### src/rtl/div.sv
// rtl/div.sv - radix-2 restoring 32-bit divider, signed/unsigned, one quotient bit per clock
// Optional feature macro: DIV_FAST_ZERO_EN (divide-by-zero completes on the start edge)
module div #(
  parameter int WIDTH = 32
) (
  input  logic             clk,
  input  logic             nrst,
  input  logic [WIDTH-1:0] dividend,
  input  logic [WIDTH-1:0] divisor,
  input  logic             start,
  input  logic             signed_ope,
  output logic [WIDTH-1:0] quotient,
  output logic [WIDTH-1:0] remainder,
  output logic             ready
);

  localparam int CW = $clog2(WIDTH);

  typedef enum logic [1:0] {IDLE, RUN, FIX} state_t;

  state_t           state, state_nx;
  logic [CW-1:0]    cnt;
  logic [WIDTH-1:0] dvd_q;
  logic [WIDTH-1:0] dsr_mag;
  logic [WIDTH-1:0] part;
  logic             neg_dvd, neg_dsr, dsr_zero;

  logic             in_neg_dvd, in_neg_dsr, fast_zero;
  logic [WIDTH-1:0] in_dvd_mag, in_dsr_mag;
  logic [WIDTH:0]   shifted;
  logic [WIDTH-1:0] diff;
  logic             borrow;

  assign in_neg_dvd = signed_ope & dividend[WIDTH-1];
  assign in_neg_dsr = signed_ope & divisor[WIDTH-1];
  assign in_dvd_mag = in_neg_dvd ? -dividend : dividend;
  assign in_dsr_mag = in_neg_dsr ? -divisor : divisor;

`ifdef DIV_FAST_ZERO_EN
  assign fast_zero = (divisor == '0);
`else
  assign fast_zero = 1'b0;
`endif

  // Low bits of the difference are exact modulo 2^WIDTH; the borrow needs the full 33-bit compare.
  assign shifted = {part, dvd_q[WIDTH-1]};
  assign borrow  = (shifted < {1'b0, dsr_mag});
  assign diff    = shifted[WIDTH-1:0] - dsr_mag;

  always_ff @(posedge clk or negedge nrst) begin
    if (!nrst) state <= IDLE;
    else       state <= state_nx;
  end

  always_comb begin
    state_nx = state;
    unique case (state)
      IDLE:    if (start && !fast_zero) state_nx = RUN;
      RUN:     if (cnt == CW'(WIDTH - 1)) state_nx = FIX;
      FIX:     state_nx = IDLE;
      default: state_nx = IDLE;
    endcase
  end

  always_ff @(posedge clk or negedge nrst) begin
    if (!nrst) begin
      cnt       <= '0;
      dvd_q     <= '0;
      dsr_mag   <= '0;
      part      <= '0;
      neg_dvd   <= 1'b0;
      neg_dsr   <= 1'b0;
      dsr_zero  <= 1'b0;
      quotient  <= '0;
      remainder <= '0;
      ready     <= 1'b1;
    end else begin
      unique case (state)
        IDLE: begin
          if (start) begin
            if (fast_zero) begin
              quotient  <= '1;
              remainder <= dividend;
            end else begin
              neg_dvd  <= in_neg_dvd;
              neg_dsr  <= in_neg_dsr;
              dsr_zero <= (divisor == '0);
              dvd_q    <= in_dvd_mag;
              dsr_mag  <= in_dsr_mag;
              part     <= '0;
              cnt      <= '0;
              ready    <= 1'b0;
            end
          end
        end
        RUN: begin
          part  <= borrow ? shifted[WIDTH-1:0] : diff;
          dvd_q <= {dvd_q[WIDTH-2:0], ~borrow};
          cnt   <= cnt + 1'b1;
        end
        FIX: begin
          // With a zero divisor the partial remainder ends as the dividend magnitude,
          // so the normal sign fix-up restores the original dividend; only the quotient needs overriding.
          quotient  <= dsr_zero ? '1 : ((neg_dvd ^ neg_dsr) ? -dvd_q : dvd_q);
          remainder <= neg_dvd ? -part : part;
          ready     <= 1'b1;
        end
        default: ;
      endcase
    end
  end

endmodule

### config.mk
export PLATFORM = sky130hd
export DESIGN_NAME = div
export DESIGN_NICKNAME = d
export VERILOG_FILES = /design/src/rtl/div.sv
export SDC_FILE = /design/constraint.sdc
export NUM_CORES = 1
export LEC_CHECK = 0
export BUFFER_PORTS_ARGS = -buffer_cell sky130_fd_sc_hd__buf_2
export CORE_ASPECT_RATIO = 1.5
export CORE_MARGIN = 1.5
export CORE_UTILIZATION = 34
export DETAILED_ROUTE_END_ITERATION = 6
export SETUP_SLACK_MARGIN = 0.05
export SLEW_MARGIN = 20
export SYNTH_ARGS = -nofsm -noshare
export SYNTH_HDL_FRONTEND = slang
export SYNTH_SLANG_ARGS = --single-unit
### constraint.sdc
create_clock -name clk -period 6.1 [get_ports clk]
set_input_delay 1.22 -clock clk [delete_from_list [all_inputs] [get_ports clk]]
set_output_delay 1.22 -clock clk [all_outputs]
set_load 0.05 [all_outputs]
==> insert_results.sql, run 1 <==
INSERT INTO impl_metrics (metric_group, metric, value, unit) VALUES
('run_status', 'outcome', 'completed', ''),
('worst_setup_path', 'worstPathCellList', 'buf_2 > or4_1 > nor4_1 > nand3_1 > or3_1 > nor4_2 > a31oi_1 > xnor2_1 > o21ai_0', ''),
('synth', 'netlist_area', '0.01104', 'mm^2'),
('pwr', 'post-layout-total-power', '0.007661', 'W'),
('detailed_routing', 'first_pass_iters', '5', ''),
('timing', 'setup_violations', '0', ''),
('clocking', 'post-cts-setup-buffer-count', '0', ''),
('timing', 'hold_worst_slack', '463.0', 'ps'),
('floorplan', 'design.portCount', '133', ''),
('clocking', 'cts.repair.resized', '0', ''),
('synth', 'synthMostInstantiatedCell', 'sky130_fd_sc_hd__o21ai_0', ''),
('clocking', 'cts_num_sinks', '171', ''),
('cells_and_area', 'fraction_of_final_layout_cells_sized_beyond_drive_strength_1', '0.1456', ''),
('worst_setup_path', 'worstPathArrival', '4000', 'ps'),
('worst_setup_path', 'slowest_stage', 'sky130_fd_sc_hd__or4_1', ''),
('timing', 'worst_slack', '2405', 'ps'),
('worst_setup_path', 'maximum_fanout_along_the_worst_path', '6', ''),
('clocking', 'cts_hold_repair.buffers', '0', ''),
('floorplan', 'coreArea', '0.03193', 'mm^2'),
('clocking', 'clock_tree_from_tritoncts', 'yes', ''),
('pwr', 'cell_internal_pwr', '0.004005', 'W'),
('clocking', 'clock-root-buffer', 'sky130_fd_sc_hd__clkbuf_16', ''),
('place', 'place.gp.congestion', '0.8800', ''),
('global_route', 'grt_pass1_vias', '9194', ''),
('synth', 'netlist_instances', '1284', ''),
('timing', 'final_max_slew_viol_count', '0', ''),
('floorplan', 'fp.dieH', '223.7', 'um'),
('floorplan', 'die_width', '150.1', 'um'),
('timing', 'setup_repair_after_global_routing_missed_its_margin', 'no', ''),
('global_route', 'grt_start_max_net_pins', '74', ''),
('detailed_routing', 'detailedRoute.firstIterationViolations', '551', ''),
('pwr', 'seq_power_share', '0.281', ''),
('global_route', 'antenna_violations_before_repair', '6', ''),
('place', 'hpwlAfterDp', '21750', 'um'),
('pwr', 'switching_share', '0.4772', ''),
('cells_and_area', 'multi_input_area', '0.006280', 'mm^2'),
('cells_and_area', 'seqCellArea', '0.004280', 'mm^2'),
('clocking', 'cts_htree_levels', '4', ''),
('detailed_routing', 'routed-via-count', '9613', ''),
('synth', 'post-synth-top-area-fraction', '0.3854', ''),
('worst_setup_path', 'regToRegStartpoint', 'part[3]', ''),
('global_route', 'gr-usage-all-layers', '0.1769', ''),
('detailed_routing', 'drt-total-wl', '29120', 'um'),
('detailed_routing', 'route.antenna.remaining_nets', '0', ''),
('place', 'post-place-ws', '1925', 'ps'),
('timing', 'fin_crit', '3695', 'ps'),
('cells_and_area', 'num-nets-final', '1481', ''),
('worst_setup_path', 'timing_worst_setup_path_type', 'in2reg', ''),
('detailed_routing', 'detail_route.drc_violations', '0', ''),
('global_route', 'grt_overflow', '0', ''),
('clocking', 'cts.reportedPaths.clkPinSlew', '70', 'ps'),
('worst_setup_path', 'crit_start', 'divisor[4]', ''),
('synth', 'ys_dominant_reg_cell', 'sky130_fd_sc_hd__dfrtp_1', ''),
('clocking', 'worst_skew_pair.late_latency', '450', 'ps'),
('synth', 'yosysWarningCount', '0', ''),
('cells_and_area', 'final_core_utilization', '0.3960', ''),
('synth', 'ys_ff_latch', '171', ''),
('place', 'placement.io_buffers', '132', ''),
('synth', 'sequential_share_of_the_synthesized_area', '0.3877', ''),
('clocking', 'cts-buffers-inserted', '17', ''),
('pwr', 'switching_power', '0.003656', 'W'),
('timing', 'fin_tns_setup', '0', 'ps'),
('synth', 'syn-mean-instance-area', '8.598', 'um^2'),
('detailed_routing', 'via_per_inst', '5.332', ''),
('synth', 'yosysUniqueCellTypes', '64', ''),
('pwr', 'clockPowerShare', '0.147', ''),
('synth', 'synth.net_count', '1391', ''),
('cells_and_area', 'nFillCells', '3214', ''),
('timing', 'worstMarginPinSlew', '1039', 'ps'),
('floorplan', 'design.die.area', '0.03358', 'mm^2'),
('flow_run', 'cap_viol_max_count', '0', '');
## worst max-delay path, delay by kind of cell
kind | cells | cell delay, ps
simple gates | 5 | 2230
xor+xnor | 1 | 160
buf+inv | 1 | 110
compound gates | 2 | 270
## power by group through the flow
stage | Sequential [W] | Combinational [W] | Clock (W)
after floorplan | 0.00225 | 0.00322 | 0
after global placement | 0.00214 | 0.00433 | 0
after detailed placement | 0.00216 | 0.00437 | 0
after CTS | 0.00214 | 0.00439 | 0.00115
after global routing | 0.00223 | 0.00489 | 0.00120
final | 0.00215 | 0.00438 | 0.00113
## area by class of cell
type	count	share of cell area
well taps	410	0.04057
clock inverters	15	0.01405
flip-flops and latches	171	0.3385
clock buffers	17	0.03365
multi-input cells	989	0.4967
inverters	50	0.01484
repair buffers	145	0.06046
diodes	6	0.001188
## cell usage in the layout, fill, tap and decap left out, types with 21 or more instances in the layout
| cell type | count |
|---|---|
| sky130_fd_sc_hd__nand2_1 | 132 |
| sky130_fd_sc_hd__mux2i_1 | 23 |
| sky130_fd_sc_hd__nor2_1 | 74 |
| sky130_fd_sc_hd__inv_1 | 50 |
| sky130_fd_sc_hd__o31ai_1 | 21 |
| sky130_fd_sc_hd__ha_1 | 38 |
| sky130_fd_sc_hd__xnor2_1 | 66 |
| sky130_fd_sc_hd__o21ai_0 | 184 |
| sky130_fd_sc_hd__a21oi_1 | 94 |
| sky130_fd_sc_hd__xor2_1 | 79 |
| sky130_fd_sc_hd__a22oi_1 | 29 |
| sky130_fd_sc_hd__nand3_1 | 41 |
| sky130_fd_sc_hd__dfrtp_1 | 170 |
| sky130_fd_sc_hd__buf_2 | 131 |
## metrics by stage
stage,instances,instance area (um^2)
2_1_floorplan,1284,11040
3_3_place_gp,1765,12020
3_5_place_dp,1765,12030
4_1_cts,1797,12630
5_1_grt,1803,12640
6_report,1803,12640
## cell families after synthesis
kind of cell             synth area share
AO/OA/AOI/OAI                      0.2272
AND/OR/NAND/NOR                    0.1573
flip-flops                         0.3877
multiplexers                      0.02085
buffers and inverters             0.04692
adder cells (fa/ha/maj)           0.04488
XOR/XNOR                           0.1150
## metal layers
layer / global-route usage / wire (um) / part of all wire / up-vias
met5: 0 / 0 / 0 / -
met4: 0.07717 / 736 / 0.025 / 0
met3: 0.02607 / 1034 / 0.036 / 37
met2: 0.2921 / 14350 / 0.49 / 213
met1: 0.2276 / 13000 / 0.45 / 4591
li1: - / - / - / 4772
## final timing paths
check,to,depth (start not counted)
hold / removal,ready,2
hold reg to reg,ready,2
min in group asynchronous,dvd_q[8],1
setup reg to reg,part[1],9
max in group asynchronous,remainder[11],2
setup / recovery,dsr_mag[30],9
## state kept, by name, indices dropped and copies added, names as in the netlist
signal,flops
quotient,32
dsr_mag,32
cnt,5
neg_dvd,1
part,32
dvd_q,32
dsr_zero,1
neg_dsr,1
remainder,32
state,2
ready,1
Power figures use the tool's default switching activity.
==> run 2: changes to the inputs <==
clock period = 3.4 ns   (was 6.1 ns; I/O delays follow)
==> run 2 against run 1 <==
Net effect: clock skew shrank 1.6 ps; flip-flop and latch count unchanged; setup slack worse by 2300 ps; first-iteration DRC count down 19%; critical path depth fell by 1; cell count is 1.9% higher; clock-buffer cell count up 3; register-to-register slack got worse by 2300 ps; global-route usage rose by 0.54 points; via count rose by 0.21%; cell area rose by 2.7%; sequential share of layout area is 0.89 points lower.
==> insert_results.sql, run 2 (synthesized netlist as in run 1, its figures left out) <==
INSERT INTO impl_metrics (metric_group, metric, value, unit) VALUES
('floorplan', 'design.portCount', '133', ''),
('cells_and_area', 'relative_area_change_from_synthesis_to_final_layout', '17.65', '%'),
('worst_setup_path', 'slowest_stage', 'sky130_fd_sc_hd__or4_4', ''),
('detailed_routing', 'routed-via-count', '9633', ''),
('timing', 'timing_hold_violations_final', '0', ''),
('global_route', 'grt_pass1_vias', '9403', ''),
('timing', 'setup_violations', '0', ''),
('pwr', 'vdd_ir_drop_max', '0.4056', 'mV'),
('timing', 'worstMarginPinSlew', '767.4', 'ps'),
('clocking', 'cts_hold_repair.buffers', '0', ''),
('place', 'place.gp.congestion', '0.8793', ''),
('place', 'placement.io_buffers', '132', ''),
('timing', 'final_max_slew_viol_count', '0', ''),
('cells_and_area', 'nFillCells', '3249', ''),
('global_route', 'grt_first_pass_wirelength', '48490', 'um'),
('floorplan', 'die_width', '150.1', 'um'),
('floorplan', 'coreArea', '0.03193', 'mm^2'),
('worst_setup_path', 'worstPathCellList', 'or4_4 > or4_4 > or4_4 > or3_4 > or3_4 > o41ai_4 > xor2_1 > o21ai_1', ''),
('detailed_routing', 'route.antenna.remaining_nets', '0', ''),
('detailed_routing', 'first_pass_iters', '6', ''),
('timing', 'hold_worst_slack', '219.0', 'ps'),
('detailed_routing', 'via_per_inst', '5.244', ''),
('timing', 'final.setup_skew', '12.93', 'ps'),
('clocking', 'clock-root-buffer', 'sky130_fd_sc_hd__clkbuf_16', ''),
('detailed_routing', 'drt-total-wl', '29760', 'um'),
('clocking', 'clock_tree_from_tritoncts', 'yes', ''),
('cells_and_area', 'most_common_library_cell_in_the_layout_ignoring_fill_and_taps', 'sky130_fd_sc_hd__o21ai_0', ''),
('floorplan', 'rows', '80', ''),
('cells_and_area', 'fraction_of_final_layout_cells_sized_beyond_drive_strength_1', '0.1701', ''),
('detailed_routing', 'detail_route.drc_violations', '0', ''),
('detailed_routing', 'routed_wire_length_per_instance', '16.20', 'um'),
('clocking', 'clockBufferDepth', '2', ''),
('global_route', 'grt_start_max_net_pins', '75', ''),
('cells_and_area', 'num-nets-final', '1517', ''),
('timing', 'worst_relative_slew_slack', '0.4884', ''),
('cells_and_area', 'highest_count_cells_in_the_layout_ignoring_fill_and_taps', '182 x sky130_fd_sc_hd__o21ai_0, 169 x sky130_fd_sc_hd__dfrtp_1, 132 x sky130_fd_sc_hd__nand2_1', ''),
('worst_setup_path', 'timing_worst_setup_path_type', 'reg2reg', ''),
('worst_setup_path', 'slowest_delay', '550', 'ps'),
('hold_path', 'hold_path.class', 'in2async', ''),
('timing', 'min_period_over_period', '0.9580', ''),
('clocking', 'worst_skew_pair.late_latency', '460', 'ps'),
('global_route', 'antenna_violations_before_repair', '4', ''),
('clocking', 'cts-buffers-inserted', '17', ''),
('clocking', 'cts_num_sinks', '171', ''),
('timing', 'fin_tns_setup', '0', 'ps'),
('worst_setup_path', 'end_kind', 'register', ''),
('floorplan', 'design.die.area', '0.03358', 'mm^2'),
('clocking', 'cts_htree_levels', '4', ''),
('worst_setup_path', 'nature_of_the_critical_path_startpoint', 'register', ''),
('global_route', 'gr-usage-all-layers', '0.1823', ''),
('worst_setup_path', 'endpoint_required_time_on_the_critical_path', '3710', 'ps'),
('pwr', 'power.static_leakage', '5.716', 'nW'),
('timing', 'fin_crit', '3257', 'ps'),
('clocking', 'cts.reportedPaths.clkPinSlew', '70', 'ps'),
('place', 'hpwlAfterDp', '22400', 'um'),
('worst_setup_path', 'worstPathArrival', '3570', 'ps'),
('detailed_routing', 'detailedRoute.firstIterationViolations', '449', ''),
('floorplan', 'start_util', '0.3457', ''),
('timing', 'fmax', '307.0', 'MHz'),
('run_status', 'outcome', 'completed', ''),
('worst_setup_path', 'critPathMostFrequentCell', 'sky130_fd_sc_hd__or4_4', ''),
('flow_run', 'cap_viol_max_count', '0', ''),
('worst_setup_path', 'maximum_fanout_along_the_worst_path', '4', ''),
('pwr', 'power_per_cell_area', '1098', 'mW/mm^2'),
('global_route', 'grt_overflow', '0', ''),
('floorplan', 'fp.dieH', '223.7', 'um'),
('timing', 'setup_repair_after_global_routing_missed_its_margin', 'yes', '');
[run 2: cell count changes in the layout (fill, tap and decap cells not counted), sizes merged]
cell	before	now
clkbuf	17	20
inv	59	53
buf	145	181
diode	6	4
clkinv	2	3
bufinv	2	4
[run 2: timing repair]
| action | in CTS | in global routing |
|---|---|---|
| setup buffers | 1 | 4 |
| endpoints found under the setup margin | 1 | 11 |
| gates resized for setup | 1 | 9 |
| pin swaps | 0 | 0 |
| hold endpoints to repair | 0 | 0 |
| cloned | 0 | 0 |
[run 2: power by group]
part,leakage (nW),switching [W],total (W),internal (W)
Clock,0.303,0.000884,0.00214,0.00126
Sequential,2.03,0.000906,0.00377,0.00287
Combinational,3.38,0.00485,0.00834,0.00349
[run 2: cell type report]
| class | instances | area, um^2 | area share |
|---|---|---|---|
| Tap cell | 410 | 513.0 | 0.03950 |
| Antenna cell | 4 | 10.01 | 0.0007707 |
| Inverter | 50 | 187.7 | 0.01445 |
| Multi-Input combinational cell | 989 | 6302 | 0.4853 |
| Timing Repair Buffer | 181 | 1060 | 0.08160 |
| Sequential cell | 171 | 4282 | 0.3297 |
| Clock inverter | 12 | 186.4 | 0.01435 |
| Clock buffer | 20 | 446.7 | 0.03439 |
[run 2: critical path, delay by kind of cell (launching register included)]
family	cells	cell delay (ps)
compound gates	2	300
flops	1	380
xor+xnor	1	190
simple gates	5	2250
[run 2: through the flow]
step                instances    util  instance area, um^2  setup WS [ps]  total power (W)
finish                   1837  0.4067                12990          142.8          0.01426
global route             1837  0.4067                12990          35.59          0.01547
CTS                      1829  0.4049                12930          57.02          0.01427
detailed placement       1796  0.3845                12280          37.16          0.01205
global placement         1796  0.3845                12280          171.0          0.01195
floorplan                1284       -                11040          191.5         0.009826
[run 2: routing by layer]
metal / wire [um] / part of all wire / vias to the layer above / GRT usage
met4: 817 / 0.027 / 0 / 0.07369
met1: 13290 / 0.45 / 4555 / 0.2324
li1: - / - / 4829 / -
met5: 0 / 0 / - / 0
met3: 1063 / 0.036 / 40 / 0.02383
met2: 14580 / 0.49 / 209 / 0.3085
[run 2: worst paths after layout]
kind	cells past startpoint	slack [ps]	start	endpoint
hold reg to reg	2	470	remainder[20]	remainder[20]
min in group clk	2	470	remainder[20]	remainder[20]
hold / removal	1	220	nrst	dvd_q[7]
max in group asynchronous	2	2280	nrst	part[2]
setup / recovery	8	140	part[10]	remainder[30]
setup reg to reg	8	140	part[10]	remainder[30]
